**src/rtl/approx_err_pkg.sv**
```systemverilog
// Shared types and defaults for the approximate-adder error monitor.
// Holds the FSM state encoding and the accumulator width helper.
package approx_err_pkg;

    typedef enum logic [1:0] {
        IDLE  = 2'd0,
        RUN   = 2'd1,
        DRAIN = 2'd2,
        DONE  = 2'd3
    } state_t;

    localparam int DEF_N     = 16;
    localparam int DEF_WIN   = 1000;
    localparam int DEF_CNT_W = 16;
    localparam int DEF_ACC_W = 33;

    // Width of the pre-saturation sum: the wider of accumulator and ED, plus a carry bit.
    function automatic int sat_sum_w(input int acc_w, input int n);
        return ((acc_w > n + 1) ? acc_w : n + 1) + 1;
    endfunction

endpackage

```
**src/rtl/approx_error_monitor_abs_diff.sv**
```systemverilog
// Unsigned absolute difference |a - b|, purely combinational.
// Zero latency; no flow control.
module abs_diff #(
    parameter int W = 17
) (
    input  logic [W-1:0] a,
    input  logic [W-1:0] b,
    output logic [W-1:0] d
);

    assign d = (a >= b) ? (a - b) : (b - a);

endmodule

```
**src/rtl/approx_error_monitor.sv**
```systemverilog
// Windowed error-distance statistics for an approximate adder's {co,s} against x+y.
// Sample visible on outputs 2 cycles after accept; in_ready drops once WIN samples are taken.
module approx_error_monitor
    import approx_err_pkg::*;
#(
    parameter int N     = DEF_N,
    parameter int WIN   = DEF_WIN,
    parameter int CNT_W = DEF_CNT_W,
    parameter int ACC_W = DEF_ACC_W
) (
    input  logic             clk,
    input  logic             rst_n,
    input  logic             start,
    input  logic             clear,
    input  logic             in_valid,
    output logic             in_ready,
    input  logic [N-1:0]     x,
    input  logic [N-1:0]     y,
    input  logic [N-1:0]     s,
    input  logic             co,
    output logic             busy,
    output logic             done,
    output logic [CNT_W-1:0] sample_cnt,
    output logic [CNT_W-1:0] err_cnt,
    output logic [ACC_W-1:0] ed_sum,
    output logic [N:0]       ed_max,
    output logic             ovf
);

    localparam int               SUM_W   = sat_sum_w(ACC_W, N);
    localparam logic [CNT_W-1:0] WIN_C   = CNT_W'(WIN);
    localparam logic [ACC_W-1:0] ACC_MAX = '1;

    typedef struct packed {
        logic [N:0] exact;
        logic [N:0] approx;
    } s1_t;

    state_t           state_q, state_d;
    logic [CNT_W-1:0] acc_cnt_q, acc_cnt_d;
    logic [CNT_W-1:0] sample_cnt_q, sample_cnt_d;
    logic [CNT_W-1:0] err_cnt_q, err_cnt_d;
    logic [ACC_W-1:0] ed_sum_q, ed_sum_d;
    logic [N:0]       ed_max_q, ed_max_d;
    logic             ovf_q, ovf_d;
    logic             s1_vld_q, s1_vld_d;
    s1_t              s1_q, s1_d;

    logic             accept;
    logic [N:0]       ed;
    logic [SUM_W-1:0] sum_w;

    abs_diff #(.W(N + 1)) u_abs_diff (
        .a (s1_q.exact),
        .b (s1_q.approx),
        .d (ed)
    );

    assign in_ready = (state_q == RUN) && (acc_cnt_q < WIN_C);
    assign accept   = in_valid && in_ready;
    assign sum_w    = SUM_W'(ed_sum_q) + SUM_W'(ed);

    always_comb begin
        state_d      = state_q;
        acc_cnt_d    = acc_cnt_q;
        sample_cnt_d = sample_cnt_q;
        err_cnt_d    = err_cnt_q;
        ed_sum_d     = ed_sum_q;
        ed_max_d     = ed_max_q;
        ovf_d        = ovf_q;
        s1_vld_d     = accept;
        s1_d.exact   = {1'b0, x} + {1'b0, y};
        s1_d.approx  = {co, s};

        if (s1_vld_q) begin
            sample_cnt_d = sample_cnt_q + CNT_W'(1);
            if (ed != '0) begin
                err_cnt_d = err_cnt_q + CNT_W'(1);
            end
            if (ed > ed_max_q) begin
                ed_max_d = ed;
            end
            if (sum_w > SUM_W'(ACC_MAX)) begin
                ed_sum_d = ACC_MAX;
                ovf_d    = 1'b1;
            end else begin
                ed_sum_d = sum_w[ACC_W-1:0];
            end
        end

        case (state_q)
            IDLE, DONE: begin
                if (start) begin
                    state_d      = RUN;
                    acc_cnt_d    = '0;
                    sample_cnt_d = '0;
                    err_cnt_d    = '0;
                    ed_sum_d     = '0;
                    ed_max_d     = '0;
                    ovf_d        = 1'b0;
                end
            end
            RUN: begin
                if (accept) begin
                    acc_cnt_d = acc_cnt_q + CNT_W'(1);
                    if (acc_cnt_q == WIN_C - CNT_W'(1)) begin
                        state_d = DRAIN;
                    end
                end
            end
            // The last sample sits in stage 1 here and retires on this edge.
            DRAIN:   state_d = DONE;
            default: state_d = IDLE;
        endcase

        if (clear) begin
            state_d      = IDLE;
            acc_cnt_d    = '0;
            sample_cnt_d = '0;
            err_cnt_d    = '0;
            ed_sum_d     = '0;
            ed_max_d     = '0;
            ovf_d        = 1'b0;
            s1_vld_d     = 1'b0;
        end
    end

    always_ff @(posedge clk or negedge rst_n) begin
        if (!rst_n) begin
            state_q      <= IDLE;
            acc_cnt_q    <= '0;
            sample_cnt_q <= '0;
            err_cnt_q    <= '0;
            ed_sum_q     <= '0;
            ed_max_q     <= '0;
            ovf_q        <= 1'b0;
            s1_vld_q     <= 1'b0;
            s1_q         <= '0;
        end else begin
            state_q      <= state_d;
            acc_cnt_q    <= acc_cnt_d;
            sample_cnt_q <= sample_cnt_d;
            err_cnt_q    <= err_cnt_d;
            ed_sum_q     <= ed_sum_d;
            ed_max_q     <= ed_max_d;
            ovf_q        <= ovf_d;
            s1_vld_q     <= s1_vld_d;
            s1_q         <= s1_d;
        end
    end

    assign busy       = (state_q == RUN) || (state_q == DRAIN);
    assign done       = (state_q == DONE);
    assign sample_cnt = sample_cnt_q;
    assign err_cnt    = err_cnt_q;
    assign ed_sum     = ed_sum_q;
    assign ed_max     = ed_max_q;
    assign ovf        = ovf_q;

endmodule
```
**config.mk**
```make
export PLATFORM = sky130hd
export DESIGN_NAME = approx_error_monitor
export DESIGN_NICKNAME = d
export VERILOG_FILES = /design/src/rtl/approx_err_pkg.sv /design/src/rtl/approx_error_monitor_abs_diff.sv /design/src/rtl/approx_error_monitor.sv
export SDC_FILE = /design/constraint.sdc
export NUM_CORES = 1
export LEC_CHECK = 0
export CAP_MARGIN = 30
export CORE_ASPECT_RATIO = 0.9
export CORE_UTILIZATION = 55
export DETAILED_ROUTE_END_ITERATION = 10
export GPL_TIMING_DRIVEN = 0
export PLACE_DENSITY = 0.87
export SYNTH_ARGS = -nofsm -noshare
export SYNTH_HDL_FRONTEND = slang
export SYNTH_HIERARCHICAL = 1
export SYNTH_SLANG_ARGS = --single-unit
```
**constraint.sdc**
```tcl
create_clock -name clk -period 10.8 [get_ports clk]
set_input_delay 2.16 -clock clk [delete_from_list [all_inputs] [get_ports clk]]
set_output_delay 2.16 -clock clk [all_outputs]
set_load 0.005 [all_outputs]
```
==> results.py <==
metrics = {
    "timing": {
        "grt_setup_unrepaired": "false",
        "timing.slew.headroom": 0.582,
        "timing.fmax_ghz": 0.175,
        "worst_slack_ns": 5.10,
        "endpoints_failing_hold": 0,
        "setup_viol_count_final": 0,
        "setup_tns_ns": 0,
        "slew_violations": 0,
        "worstMarginPinSlew_ns": 0.627,
        "post-route-period-util": 0.528,
        "period_minus_slack_ns": 5.70,
        "fin_worst_skew_ns": 0.00872,
    },
    "setup_path": {
        "worstPathArrival_ns": 6.03,
        "setup.worst_path.start_class": "flop",
        "worstPathCellList": "inv_1 -> ha_1 -> clkbuf_1 -> nand4_1 -> nor3_1 -> a221o_1 -> a21oi_1 -> a21boi_4 -> buf_8 -> mux2i_1 -> inv_1 -> fa_1 -> and2b_1 -> o2111a_1 -> nor3_1 -> o31ai_1 -> a21oi_1 -> nor3_1 -> a21oi_1 -> a311oi_1",
        "critPathMaxStageDelay_ns": 0.52,
        "timing.reg2reg.setup_slack_ns": 5.10,
        "worstSetupPathType": "reg2reg",
        "cp_slowest_cell": "nor3_1",
        "worstPathRequired_ns": 11.13,
        "critical_path.endpoint_type": "flop",
        "critical_path.max_fanout": 10,
    },
    "logic_synthesis": {
        "asyncSetResetFlopFracSynth": 1.00,
        "synth.yosys.seq_area_share": 0.376,
        "syn-cell-area_um2": 9050,
        "synth.ff_latch_count": 136,
        "syn_avg_cell_area_um2": 9.26,
        "postSynthCellCount": 978,
        "synth-edff-count": 0,
        "ys.flop_type": "dfrtp_1",
        "synth.net_count": 1124,
        "yosys_warnings": 6,
        "ys_types": 74,
    },
    "cells_and_area": {
        "most_common_cell_after_layout_fill_and_taps_aside": "clkdlybuf4s50_1",
        "final_cell_area_um2": 11400,
        "layout-drive-gt1-share": 0.0644,
        "antenna_cells_inserted": 0,
        "final_net_count": 1282,
        "mostFrequentLayoutCells": "clkdlybuf4s50_1, dfrtp_1, nor2_1",
        "fillerInstances": 1252,
        "syn2layout_area_growth_pct": 25.5,
    },
    "floorplan": {
        "fp.dieArea_um2": 17000,
        "core_area_um2": 16100,
        "fp-row-count": 44,
        "ioPinCount": 140,
        "initial_core_util": 0.561,
        "floorplan.die.height_um": 124,
        "die-width_um": 137,
    },
    "route": {
        "drt-initial-drc-count": 558,
        "vias": 7894,
        "vias_per_cell": 5.82,
        "post-route-drc-count": 0,
        "first_pass_iteration_count_of_the_detailed_router": 6,
        "post_drt_wl_per_cell_um": 15.8,
        "drtAntennaViolNets": 0,
        "totalWireLength_mm": 21.4,
    },
    "global_routing": {
        "vias_in_the_first_global_route": 7519,
        "grt_util_all_layers": 0.268,
        "gr-total-overflow": 0,
        "largest_net_degree_at_the_start_of_global_routing": 79,
        "grt_pass1_wl_mm": 35.5,
        "antenna_found_initial": 0,
    },
    "clock_network": {
        "clk_path_buf_depth": 2,
        "cts_resized": 0,
        "cts_htree_levels": 4,
        "clkSinkCount": 136,
        "cts_setup_buffers": 0,
        "tritoncts": "yes",
        "latest_clock_arrival_within_the_worst_skew_pair_ns": 0.43,
        "cts.reportedPaths.clkPinSlew_ns": 0.06,
        "clock-root-buffer": "clkbuf_16",
        "hold_buffers_post_cts": 0,
        "tritoncts.num_buffers": 17,
    },
    "power_and_ir_drop": {
        "power_density_nw_per_um2": 177,
        "p_leak_nw": 5.21,
        "vdd_drop_max_v": 0.000122,
        "total_power_mw": 2.01,
    },
    "flow_run": {
        "max_cap_violations": 0,
    },
    "place": {
        "final_weighted_congestion_in_routability_driven_placement": 0.896,
        "pre_cts_setup_slack_ns": 5.31,
        "detailed_place.area_um2": 10700,
        "place_hpwl_mm": 16.0,
        "io_buffers": 138,
    },
    "outcome": {
        "outcome": "complete, no violations",
    },
    "worst_hold_path": {
        "worstHoldPathType": "reg2reg",
    },
}
==> path summary, 6_finish.rpt <==
kind                                     from             to  depth (start not counted)
worst max-delay path                 s1_q[28]     ed_sum[20]                         20
worst min-delay path            acc_cnt_q[15]  acc_cnt_q[15]                          1
worst max register to register       s1_q[28]     ed_sum[20]                         20
worst min register to register  acc_cnt_q[15]  acc_cnt_q[15]                          1
max in group asynchronous               rst_n       s1_q[31]                          2
min in group asynchronous               rst_n     ed_sum[30]                          1
==> metal layers <==
layer,global-route usage,wire length (um),up-vias
met5,0,0,-
met4,0.105,513,0
met3,0.0505,1120,43
met2,0.452,10300,261
met1,0.341,9460,3786
li1,-,-,3804
==> cells by family (layout without fill, tap and decap cells) <==
logic type,Yosys count,count (layout),synth area share
AND/OR/NAND/NOR,294,294,0.163
AO/OA/AOI/OAI,242,242,0.172
flip-flops,136,136,0.376
buffers and inverters,106,277,0.0484
adder cells (fa/ha/maj),92,92,0.130
XOR/XNOR,72,72,0.0697
multiplexers,36,36,0.0399
==> power breakdown <==
part	internal, mW	switching, mW	total (mW)
registers	0.541	0.0267	0.568
clock network	0.393	0.228	0.622
logic	0.337	0.484	0.821
total	1.27	0.739	2.01
==> layout make-up <==
| cell class | count | area [um^2] | share of cell area |
|---|---|---|---|
| buffer | 37 | 179 | 0.0158 |
| multi-input combinational | 736 | 5210 | 0.459 |
| timing repair buffer | 139 | 1410 | 0.124 |
| sequential | 136 | 3400 | 0.300 |
| inverter | 69 | 259 | 0.0228 |
| tap | 207 | 259 | 0.0228 |
| clock buffer | 18 | 439 | 0.0387 |
| clock inverter | 14 | 198 | 0.0174 |
==> through the flow <==
stage,instances,hold WS [ns],utilization
3_3_place_gp,1323,0.468,0.663
6_report,1356,0.488,0.704
3_5_place_dp,1324,0.467,0.665
2_1_floorplan,978,0.444,-
4_1_cts,1356,0.488,0.704
5_1_grt,1356,0.492,0.704
==> critical path, delay by kind of cell (launching register included) <==
family / cells / cell delay, ns
flip-flops: 1 / 0.34
multiplexers: 1 / 0.50
adder cells (fa/ha/maj): 2 / 0.75
AND/OR/NAND/NOR: 5 / 1.14
buffers and inverters: 4 / 0.60
AO/OA/AOI/OAI: 8 / 2.25
==> state kept, by name, indices dropped and copies added (netlist names) <==
name,flops
sample_cnt,16
ed_sum,33
ed_max,17
ovf,1
s1_q,34
err_cnt,16
s1_vld_q,1
state_q,2
acc_cnt_q,16
==> Yosys cell counts (3+ instances only) <==
master,count,area [um^2]
a311oi_1,6,52.6
a21o_1,17,128
a22oi_1,3,22.5
nor2_1,96,360
nand2_1,55,206
nand3_1,17,85.1
o21ai_0,53,265
nor4_1,6,37.5
a31o_2,5,43.8
o211ai_1,8,60.1
and3_1,13,81.3
ha_1,88,1100
nand2b_1,10,62.6
fa_1,4,80.1
a31oi_1,20,125
inv_1,69,259
o31ai_1,3,22.5
clkbuf_1,20,75.1
a211oi_1,10,75.1
a21oi_1,81,405
and4_1,9,78.8
nand3b_1,3,22.5
dfrtp_1,136,3400
xnor2_1,30,263
or3_1,8,50.1
nor2b_1,6,37.5
or2_2,4,25.0
xor2_1,42,368
o21a_1,6,45.0
nor3_1,17,85.1
mux2i_1,35,350
and2_1,10,62.6
o21ai_1,3,15.0
buf_2,11,55.1
nand4_1,27,169
(Power assumes the default switching activity.)
